`src/rtl/regfile_sb_if.sv`:
```
// Issue/writeback side bundle for the scoreboarded register file.
// The master drives indices, writes and reserves; the slave returns data and busy state.
interface regfile_sb_if #(
   parameter int DATA_WIDTH = 32,
   parameter int ADDR_WIDTH = 5
);
   logic [ADDR_WIDTH-1:0] r1;
   logic [ADDR_WIDTH-1:0] r2;
   logic [DATA_WIDTH-1:0] r1_value;
   logic [DATA_WIDTH-1:0] r2_value;
   logic [ADDR_WIDTH-1:0] r3;
   logic [DATA_WIDTH-1:0] r3_value;
   logic                  writeEnable;
   logic                  raWrite;
   logic [DATA_WIDTH-1:0] ra_value;
   logic [DATA_WIDTH-1:0] ra_read_value;
   logic                  reserveEnable;
   logic [ADDR_WIDTH-1:0] reserve_reg;
   logic                  r1_busy;
   logic                  r2_busy;
   logic [ADDR_WIDTH:0]   busyCount;

   modport master (
      output r1, r2, r3, r3_value, writeEnable,
      output raWrite, ra_value, reserveEnable, reserve_reg,
      input  r1_value, r2_value, ra_read_value,
      input  r1_busy, r2_busy, busyCount
   );

   modport slave (
      input  r1, r2, r3, r3_value, writeEnable,
      input  raWrite, ra_value, reserveEnable, reserve_reg,
      output r1_value, r2_value, ra_read_value,
      output r1_busy, r2_busy, busyCount
   );
endinterface

```
`src/rtl/regfile_sb.sv`:
```
// Register file with link port, zero register, optional write bypass
// and a per-register busy scoreboard for issue-stage stalls.
module regfile_sb #(
   parameter int DATA_WIDTH = 32,
   parameter int ADDR_WIDTH = 5,
   parameter int RA_INDEX   = 31,
   parameter int ZERO_REG   = 1,
   parameter int BYPASS     = 1
) (
   input logic        clk,
   input logic        rst_n,
   regfile_sb_if.slave bus
);
   localparam int NUM_REGS = 2**ADDR_WIDTH;
   localparam logic [ADDR_WIDTH-1:0] RA = ADDR_WIDTH'(RA_INDEX);

   logic [DATA_WIDTH-1:0] regs_q [NUM_REGS];
   logic [DATA_WIDTH-1:0] regs_d [NUM_REGS];
   logic [NUM_REGS-1:0]   busy_q, busy_d;
   logic [ADDR_WIDTH:0]   cnt_q, cnt_d;

   logic [ADDR_WIDTH-1:0] r3, rr;
   logic [DATA_WIDTH-1:0] r3_value, ra_value;
   logic                  gp_we, ra_we, res_ok;

   assign r3       = bus.r3;
   assign rr       = bus.reserve_reg;
   assign r3_value = bus.r3_value;
   assign ra_value = bus.ra_value;

   function automatic logic is_zero(input logic [ADDR_WIDTH-1:0] idx);
      return (ZERO_REG != 0) && (idx == '0);
   endfunction

   assign gp_we  = bus.writeEnable && !is_zero(r3);
   assign ra_we  = bus.raWrite && !is_zero(RA);
   assign res_ok = bus.reserveEnable && !is_zero(rr);

   function automatic logic wr_hit(input logic [ADDR_WIDTH-1:0] idx);
      return (ra_we && idx == RA) || (gp_we && idx == r3);
   endfunction

   // Link port wins over the general port on the same index.
   function automatic logic [DATA_WIDTH-1:0] wr_data(
      input logic [ADDR_WIDTH-1:0] idx);
      return (ra_we && idx == RA) ? ra_value : r3_value;
   endfunction

   function automatic logic [DATA_WIDTH-1:0] rd(
      input logic [ADDR_WIDTH-1:0] idx);
      if (!rst_n || is_zero(idx))
         return '0;
      else if (BYPASS != 0 && wr_hit(idx))
         return wr_data(idx);
      else
         return regs_q[idx];
   endfunction

   function automatic logic bsy(input logic [ADDR_WIDTH-1:0] idx);
      if (!rst_n || is_zero(idx))
         return 1'b0;
      else if (BYPASS != 0 && wr_hit(idx) && !(res_ok && rr == idx))
         return 1'b0;
      else
         return busy_q[idx];
   endfunction

   assign bus.r1_value      = rd(bus.r1);
   assign bus.r2_value      = rd(bus.r2);
   assign bus.ra_read_value = rd(RA);
   assign bus.r1_busy       = bsy(bus.r1);
   assign bus.r2_busy       = bsy(bus.r2);
   assign bus.busyCount     = cnt_q;

   // A reserve in the same cycle as a write keeps the bit set.
   always_comb begin
      cnt_d = '0;
      for (int i = 0; i < NUM_REGS; i++) begin
         regs_d[i] = wr_hit(ADDR_WIDTH'(i)) ?
                     wr_data(ADDR_WIDTH'(i)) : regs_q[i];
         if (res_ok && rr == ADDR_WIDTH'(i))
            busy_d[i] = 1'b1;
         else if (wr_hit(ADDR_WIDTH'(i)))
            busy_d[i] = 1'b0;
         else
            busy_d[i] = busy_q[i];
         cnt_d = cnt_d + (ADDR_WIDTH+1)'(busy_d[i]);
      end
   end

   always_ff @(posedge clk or negedge rst_n) begin
      if (!rst_n) begin
         for (int i = 0; i < NUM_REGS; i++)
            regs_q[i] <= '0;
         busy_q <= '0;
         cnt_q  <= '0;
      end else begin
         for (int i = 0; i < NUM_REGS; i++)
            regs_q[i] <= regs_d[i];
         busy_q <= busy_d;
         cnt_q  <= cnt_d;
      end
   end
endmodule

```
`src/flat_wrapper.sv`:
```
// flat-port wrapper written by rule: the top's interface ports become plain ports
module regfile_sb_flat 
#(
   parameter int DATA_WIDTH = 32,
   parameter int ADDR_WIDTH = 5,
   parameter int RA_INDEX   = 31,
   parameter int ZERO_REG   = 1,
   parameter int BYPASS     = 1
)
  (clk, rst_n, bus_r1, bus_r2, bus_r3, bus_r3_value, bus_writeEnable, bus_raWrite, bus_ra_value, bus_reserveEnable, bus_reserve_reg, bus_r1_value, bus_r2_value, bus_ra_read_value, bus_r1_busy, bus_r2_busy, bus_busyCount);
  regfile_sb_if #(.DATA_WIDTH(DATA_WIDTH), .ADDR_WIDTH(ADDR_WIDTH)) bus_i ();
  input logic clk;
  input logic rst_n;
  input wire logic [$bits(bus_i.r1)-1:0] bus_r1;
  input wire logic [$bits(bus_i.r2)-1:0] bus_r2;
  input wire logic [$bits(bus_i.r3)-1:0] bus_r3;
  input wire logic [$bits(bus_i.r3_value)-1:0] bus_r3_value;
  input wire logic [$bits(bus_i.writeEnable)-1:0] bus_writeEnable;
  input wire logic [$bits(bus_i.raWrite)-1:0] bus_raWrite;
  input wire logic [$bits(bus_i.ra_value)-1:0] bus_ra_value;
  input wire logic [$bits(bus_i.reserveEnable)-1:0] bus_reserveEnable;
  input wire logic [$bits(bus_i.reserve_reg)-1:0] bus_reserve_reg;
  output wire logic [$bits(bus_i.r1_value)-1:0] bus_r1_value;
  output wire logic [$bits(bus_i.r2_value)-1:0] bus_r2_value;
  output wire logic [$bits(bus_i.ra_read_value)-1:0] bus_ra_read_value;
  output wire logic [$bits(bus_i.r1_busy)-1:0] bus_r1_busy;
  output wire logic [$bits(bus_i.r2_busy)-1:0] bus_r2_busy;
  output wire logic [$bits(bus_i.busyCount)-1:0] bus_busyCount;
  assign bus_i.r1 = bus_r1;
  assign bus_i.r2 = bus_r2;
  assign bus_i.r3 = bus_r3;
  assign bus_i.r3_value = bus_r3_value;
  assign bus_i.writeEnable = bus_writeEnable;
  assign bus_i.raWrite = bus_raWrite;
  assign bus_i.ra_value = bus_ra_value;
  assign bus_i.reserveEnable = bus_reserveEnable;
  assign bus_i.reserve_reg = bus_reserve_reg;
  assign bus_r1_value = bus_i.r1_value;
  assign bus_r2_value = bus_i.r2_value;
  assign bus_ra_read_value = bus_i.ra_read_value;
  assign bus_r1_busy = bus_i.r1_busy;
  assign bus_r2_busy = bus_i.r2_busy;
  assign bus_busyCount = bus_i.busyCount;
  regfile_sb #(.DATA_WIDTH(DATA_WIDTH), .ADDR_WIDTH(ADDR_WIDTH), .RA_INDEX(RA_INDEX), .ZERO_REG(ZERO_REG), .BYPASS(BYPASS)) u_core (.clk(clk), .rst_n(rst_n), .bus(bus_i));
endmodule
```
`config.mk`:
```
export PLATFORM = sky130hd
export DESIGN_NAME = regfile_sb_flat
export DESIGN_NICKNAME = d
export VERILOG_FILES = /design/src/rtl/regfile_sb_if.sv /design/src/rtl/regfile_sb.sv /design/src/flat_wrapper.sv
export SDC_FILE = /design/constraint.sdc
export NUM_CORES = 2
export LEC_CHECK = 0
export CAP_MARGIN = 5
export CELL_PAD_IN_SITES_DETAIL_PLACEMENT = 0
export CELL_PAD_IN_SITES_GLOBAL_PLACEMENT = 1
export CORE_ASPECT_RATIO = 0.5
export CORE_MARGIN = 2
export CORE_UTILIZATION = 45
export CTS_CLUSTER_DIAMETER = 120
export DETAILED_ROUTE_END_ITERATION = 12
export PLACE_DENSITY_LB_ADDON = 0.05
export SYNTH_ARGS = -nofsm -noshare
export SYNTH_HDL_FRONTEND = slang
export SYNTH_SLANG_ARGS = --single-unit
export TNS_END_PERCENT = 50
```
`constraint.sdc`:
```
create_clock -name clk -period 7.15 [get_ports clk]
set_input_delay 0.715 -clock clk [delete_from_list [all_inputs] [get_ports clk]]
set_output_delay 0.715 -clock clk [all_outputs]
set_load 0.01 [all_outputs]
```
Yosys cells after proc, flatten, opt, wreduce, memory -nomap -nowiden
Cells that the tools add are included.
Widths: inputs -> output; s select.

word-level totals
  flip-flop bits (word level) = 1062

cells by class
  $add $sub $neg = 31
  $lt $le $gt $ge = 4
  eq/ne operators = 68
  mux-type cells = 87
  bitwise gates (word level) = 2
  reduce and logical (&&, ||, !) cells = 88

operators by type and width
  cell                number
  $mux 32             13
  $bmux 32 s5         2
  $add 6x1->6         30
  $eq 5x5->1 const B  18
  $eq 5x5->1 const A  16
  $logic_and 1x1->1   74
  $mux 1              70
  $eq 4x5->1 const A  8
  $eq 5x4->1 const B  8
  $eq 3x5->1 const A  4
  $eq 5x3->1 const B  4
  $eq 5x5->1          4
  $logic_not 5->1     4
  $ge 6x6->1 const B  2
  $lt 5x6->1 const B  2
  $not 5->6           2
  $bmux 1 s5          2
  $eq 2x5->1 const A  2
  $eq 5x2->1 const B  2
  $eq 1x5->1 const A  1
  $eq 5x1->1 const B  1
  $logic_not 1->1     5
  $logic_or 1x1->1    5
  $add 1x1->2         1

Longest topological paths before layout
  word-level depth = 37
  depth in mapped cells = 23

Worst setup path before layout
No wires, ideal clock.

  path kind = in2reg
  from = input bus_r3[4]
  to = register u_core.cnt_q[4] (netlist: u_core.bus.busyCount[4])
  data arrival time = 6.314 ns
  setup slack = 0.713 ns
  cell stages on the path = 22
  cell sequence = clkbuf_1 nand2b_1 or2_2 clkbuf_1 nor2_1 buf_2 o22ai_1 inv_1 fa_1 fa_1 fa_1 inv_1 fa_1 fa_1 inv_1 fa_1 fa_1 fa_1 inv_1 a21o_1 a21oi_1 xnor2_1

on the way
  elaborated cells on any way between the ends = 162
  classes of those cells = 31 x add/sub; 31 x eq/ne; 64 x mux; 36 x reduce/logical

RTL lines
  element                     line                text
  from (decl)                 flat_wrapper.sv:16  input wire logic [$bits(bus_i.r3)-1:0] bus_r3;
  $logic_not 5->1             regfile_sb.sv:32    return (ZERO_REG != 0) && (idx == '0);
  $logic_not 1->1             regfile_sb.sv:35    assign gp_we = bus.writeEnable && !is_zero(r3);
  $logic_and 1x1->1           regfile_sb.sv:35
  $logic_and 1x1->1 *         regfile_sb.sv:40    return (ra_we && idx == RA) || (gp_we && idx == r3);
  $mux 1 *                    regfile_sb.sv:83    else if (wr_hit(ADDR_WIDTH'(i)))
  $mux 1 *                    regfile_sb.sv:81    if (res_ok && rr == ADDR_WIDTH'(i))
  net u_core.busy_d[26]       regfile_sb.sv:19    logic [NUM_REGS-1:0] busy_q, busy_d;
  $add 6x1->6 * (6 in a row)  regfile_sb.sv:87    cnt_d = cnt_d + (ADDR_WIDTH+1)'(busy_d[i]);
  net u_core.cnt_d[4]         regfile_sb.sv:20    logic [ADDR_WIDTH:0] cnt_q, cnt_d;
  to (signal assigned)        regfile_sb.sv:101   cnt_q <= cnt_d;
  to (decl)                   regfile_sb.sv:20

Mark *: on every way through the listed nets, which the timed path passes. The rest lies on a longest branch.
A chain may end at the register's enable or synchronous reset.

Worst setup path after layout
  from = input bus_r3[1]
  to = register u_core.cnt_q[4] (netlist: u_core.bus.busyCount[4])

on the way
  elaborated cells on any way between the ends = 162
  classes of those cells = 31 x add/sub; 31 x eq/ne; 64 x mux; 36 x reduce/logical

RTL lines
  element                     line
  $logic_not 5->1             regfile_sb.sv:32
  $logic_not 1->1             regfile_sb.sv:35
  $logic_and 1x1->1           regfile_sb.sv:35
  $logic_and 1x1->1 *         regfile_sb.sv:40
  $mux 1 *                    regfile_sb.sv:83
  $mux 1 *                    regfile_sb.sv:81
  net u_core.busy_d[28]       regfile_sb.sv:19
  $add 6x1->6 * (4 in a row)  regfile_sb.sv:87
  net u_core.cnt_d[4]         regfile_sb.sv:20

Marked as above.

==> flow_metrics.tcl <==
set metrics [dict create \
    seqPwrFrac_pct 40.5 \
    die_h_um 262 \
    relSlewSlack_pct 9.63 \
    grt_usage_pct 30.8 \
    cts_made_buffers 104 \
    path_buf_inv 5 \
    synthArstFlopShare_pct 100 \
    dp_hpwl_mm 123 \
    grt_antenna_before_repair 9 \
    cp.arrival_ns 6.81 \
    postLayoutCellArea_mm2 0.0669 \
    die_x_um 519 \
    r2r_slack_ns 1.89 \
    final-hold-violation-count 0 \
    clk_latency_ns 0.73 \
    nNetsFinal 4272 \
    worstSetupStartpointType "primary input" \
    crit_top_cell "fa_1" \
    wl_mm 209 \
    cts_max_level 3 \
    grt_max_degree 156 \
    finClkSkew_ns 0.0165 \
    comb_power_share_pct 29.3 \
    finalSetupViolCount 0 \
    synth_edf_count 0 \
    place_congestion 0.862 \
    cpPeakStageDelay_ns 0.55 \
    dpl_cell_area_mm2 0.0632 \
    critPathRequiredTime_ns 7.76 \
    synth_nets 4299 \
    timing.fmax_mhz 161 \
    min_period_ns 6.20 \
    die_area_mm2 0.136 \
    grt_first_pass_wirelength_mm 302 \
    pwr-share-clk_pct 30.1 \
    status "finished clean" \
    seq_area_frac_synth_pct 44.5 \
    grt_overflow 0 \
    drive_above_1_share_pct 43.7 \
    syn_inst 4178 \
    multi_input_area_mm2 0.0310 \
    coreArea_mm2 0.132 \
    grt_pass1_vias 40800 \
    tightest_slew_ns 1.36 \
    p_int_uw 13700 \
    end_kind "flop" \
    cts_num_sinks 1062 \
    first_pass_iters 5 \
    cts_resized 0 \
    max_cap_violations 0 \
    timing.final.crit_share_pct 86.8 \
    synth-seq-cells 1062 \
    cts_setup_buffers 0 \
    rows 94 \
    critical_path.cell_chain "clkdlybuf4s50_1, nand2b_1, nor2_1, nand2_2, a22o_1, inv_1, fa_1, fa_1, fa_1, inv_1, fa_1, fa_1, inv_1, fa_1, fa_1, fa_1, inv_1, a21o_1, a21oi_1, xnor2_1" \
    p_per_area_mw_per_mm2 296 \
    syn_avg_cell_area_um2 14.3 \
    rsz0062_at_grt "no" \
    crit_start "bus_r3[1]" \
    p_sw_uw 6140 \
    ant_nets 0 \
    min_from "u_core.regs_q[1010]" \
    start_util_pct 45.4 \
    ir_drop_mv 0.547 \
    path_class "in -> reg" \
    swShare_pct 31.0 \
    clockBufferDepth 3 \
    syn_area_mm2 0.0597 \
    finalSetupTns_ns 0 \
    port_buffers 192 \
    path_clk_slew_ns 0.07 \
    ys_types 60 \
    reg2reg_from "u_core.busy_q[1]" \
    avgRoutedWirePerCell_um 34.7 \
    cts_tree "done" \
    n_fill_cell 11200 \
    synth_warnings 0 \
    pin_count 193 \
    drt_iter0_drc 3611 \
    cellLeakagePower_uw 0.0289 \
    slew_viol_final 0 \
    critPathTopFamily "adder cells" \
    drc 0 \
    critPathSlowestCell "clkdlybuf4s50_1" \
    cts_root_buf "clkbuf_16" \
    vias 39500 \
    holdCritPathClass "reg -> reg" \
    critPathMaxFanout 7 \
    fin_util_pct 50.8 \
    ys.flop_type "dfrtp_1" \
    viasPerCell 6.57 \
    areaGrowthSynthToFinish_pct 11.9 \
    regArea_mm2 0.0266 \
]
-- routing by layer --
metal / vias up / share of wire, % / global-route usage (%)
met3: 282 / 6.1 / 5.39
met1: 21800 / 45 / 44.6
met2: 1294 / 46 / 48.7
met5: - / 0 / 0
li1: 16100 / - / -
met4: 0 / 2.3 / 7.12
-- cell families (layout without fill, tap and decap cells) --
group                      after synthesis  after routing  share of synthesized area (%)
DFF                                   1062           1062                           44.5
AOI/OAI and AO/OA                      472            472                           6.74
other                                    0              4                              0
adders and majority gates               32             32                          0.972
muxes                                 1781           1781                           41.1
buffers and inverters                  515            574                           3.89
xor gates and xnor gates                23             23                          0.337
and+or+nand+nor                        293            293                           2.47
-- path summary, 6_finish.rpt --
| kind | end | depth (start not counted) |
|---|---|---|
| worst max-delay path | u_core.bus.busyCount[4] | 20 |
| worst max register to register | u_core.bus.busyCount[4] | 15 |
| max in group asynchronous | u_core.regs_q[73] | 5 |
| worst min register to register | u_core.regs_q[1010] | 0 |
| worst min-delay path | u_core.regs_q[1010] | 0 |
| min in group asynchronous | u_core.regs_q[52] | 2 |
-- per-stage QoR --
stage                     power [uW]  setup slack [ns]  cells  hold WS (ns)
after floorplan                12200             0.713   4178         0.419
after global placement         13800             0.256   5820         0.377
after detailed placement       13900             0.272   5820         0.382
after CTS                      19900              1.02   6013         0.398
after global routing           21000             0.697   6015         0.412
final                          19800             0.947   6017         0.394
-- area by class of cell --
| type | count | area share [%] |
|---|---|---|
| diodes | 4 | 0.0150 |
| clock buffers | 150 | 4.48 |
| clock inverters | 42 | 0.919 |
| inverters | 46 | 0.262 |
| multi-input cells | 2601 | 46.4 |
| flip-flops and latches | 1062 | 39.7 |
| well taps | 1776 | 3.32 |
| repair buffers | 336 | 4.83 |
-- repair_timing --
action | in CTS | in global routing
endpoints found under the hold margin | 26 | 0
hold buffers | 1 | 0
endpoints found under the setup margin | 0 | 0
-- power groups by stage --
stage,clock [uW],combinational (uW),sequential (uW)
after floorplan,0,4350,7830
after global placement,0,5790,8010
after detailed placement,0,5830,8100
after CTS,6090,5860,7990
after global routing,6330,6520,8160
final,5980,5820,8030
-- layout by cell type (no fill, tap or decap), types with 54 or more instances in the layout --
cell	n
a22oi_1	71
dfrtp_1	1062
nand2_1	61
mux2i_1	378
nor2_1	54
o21bai_1	57
mux2_2	962
mux4_2	441
a221oi_1	116
buf_4	132
clkbuf_16	104
clkdlybuf4s50_1	181
-- cell usage after synthesis, types with 7 or more instances --
master	count	area, um2
a2111oi_2	23	345
a211oi_1	8	60.1
a221oi_1	116	1020
a221oi_2	28	420
a22o_1	15	131
a22oi_1	71	533
a31o_2	26	228
and2_1	35	219
and3_1	27	169
buf_1	86	323
buf_2	91	455
buf_4	22	165
buf_6	19	214
clkbuf_1	247	927
dfrtp_1	1062	26600
fa_1	24	480
ha_1	8	100
inv_1	46	173
mux2_2	962	10800
mux2i_1	378	3780
mux4_2	441	9930
nand2_1	85	319
nand2b_1	10	62.6
nor2_1	63	236
nor2b_1	35	219
nor3_1	11	55.1
o211ai_1	10	75.1
o21ai_0	47	235
o21bai_1	57	428
o221ai_1	11	96.3
o22ai_1	27	169
xnor2_1	7	61.3
xor2_1	16	140
-- flip-flops by register name, summed over array words and instances (netlist names) --
signal,cells
u_core.busy_q,32
u_core.bus.busyCount,6
u_core.regs_q,1024
No activity file was read; power rests on OpenSTA's default activity.
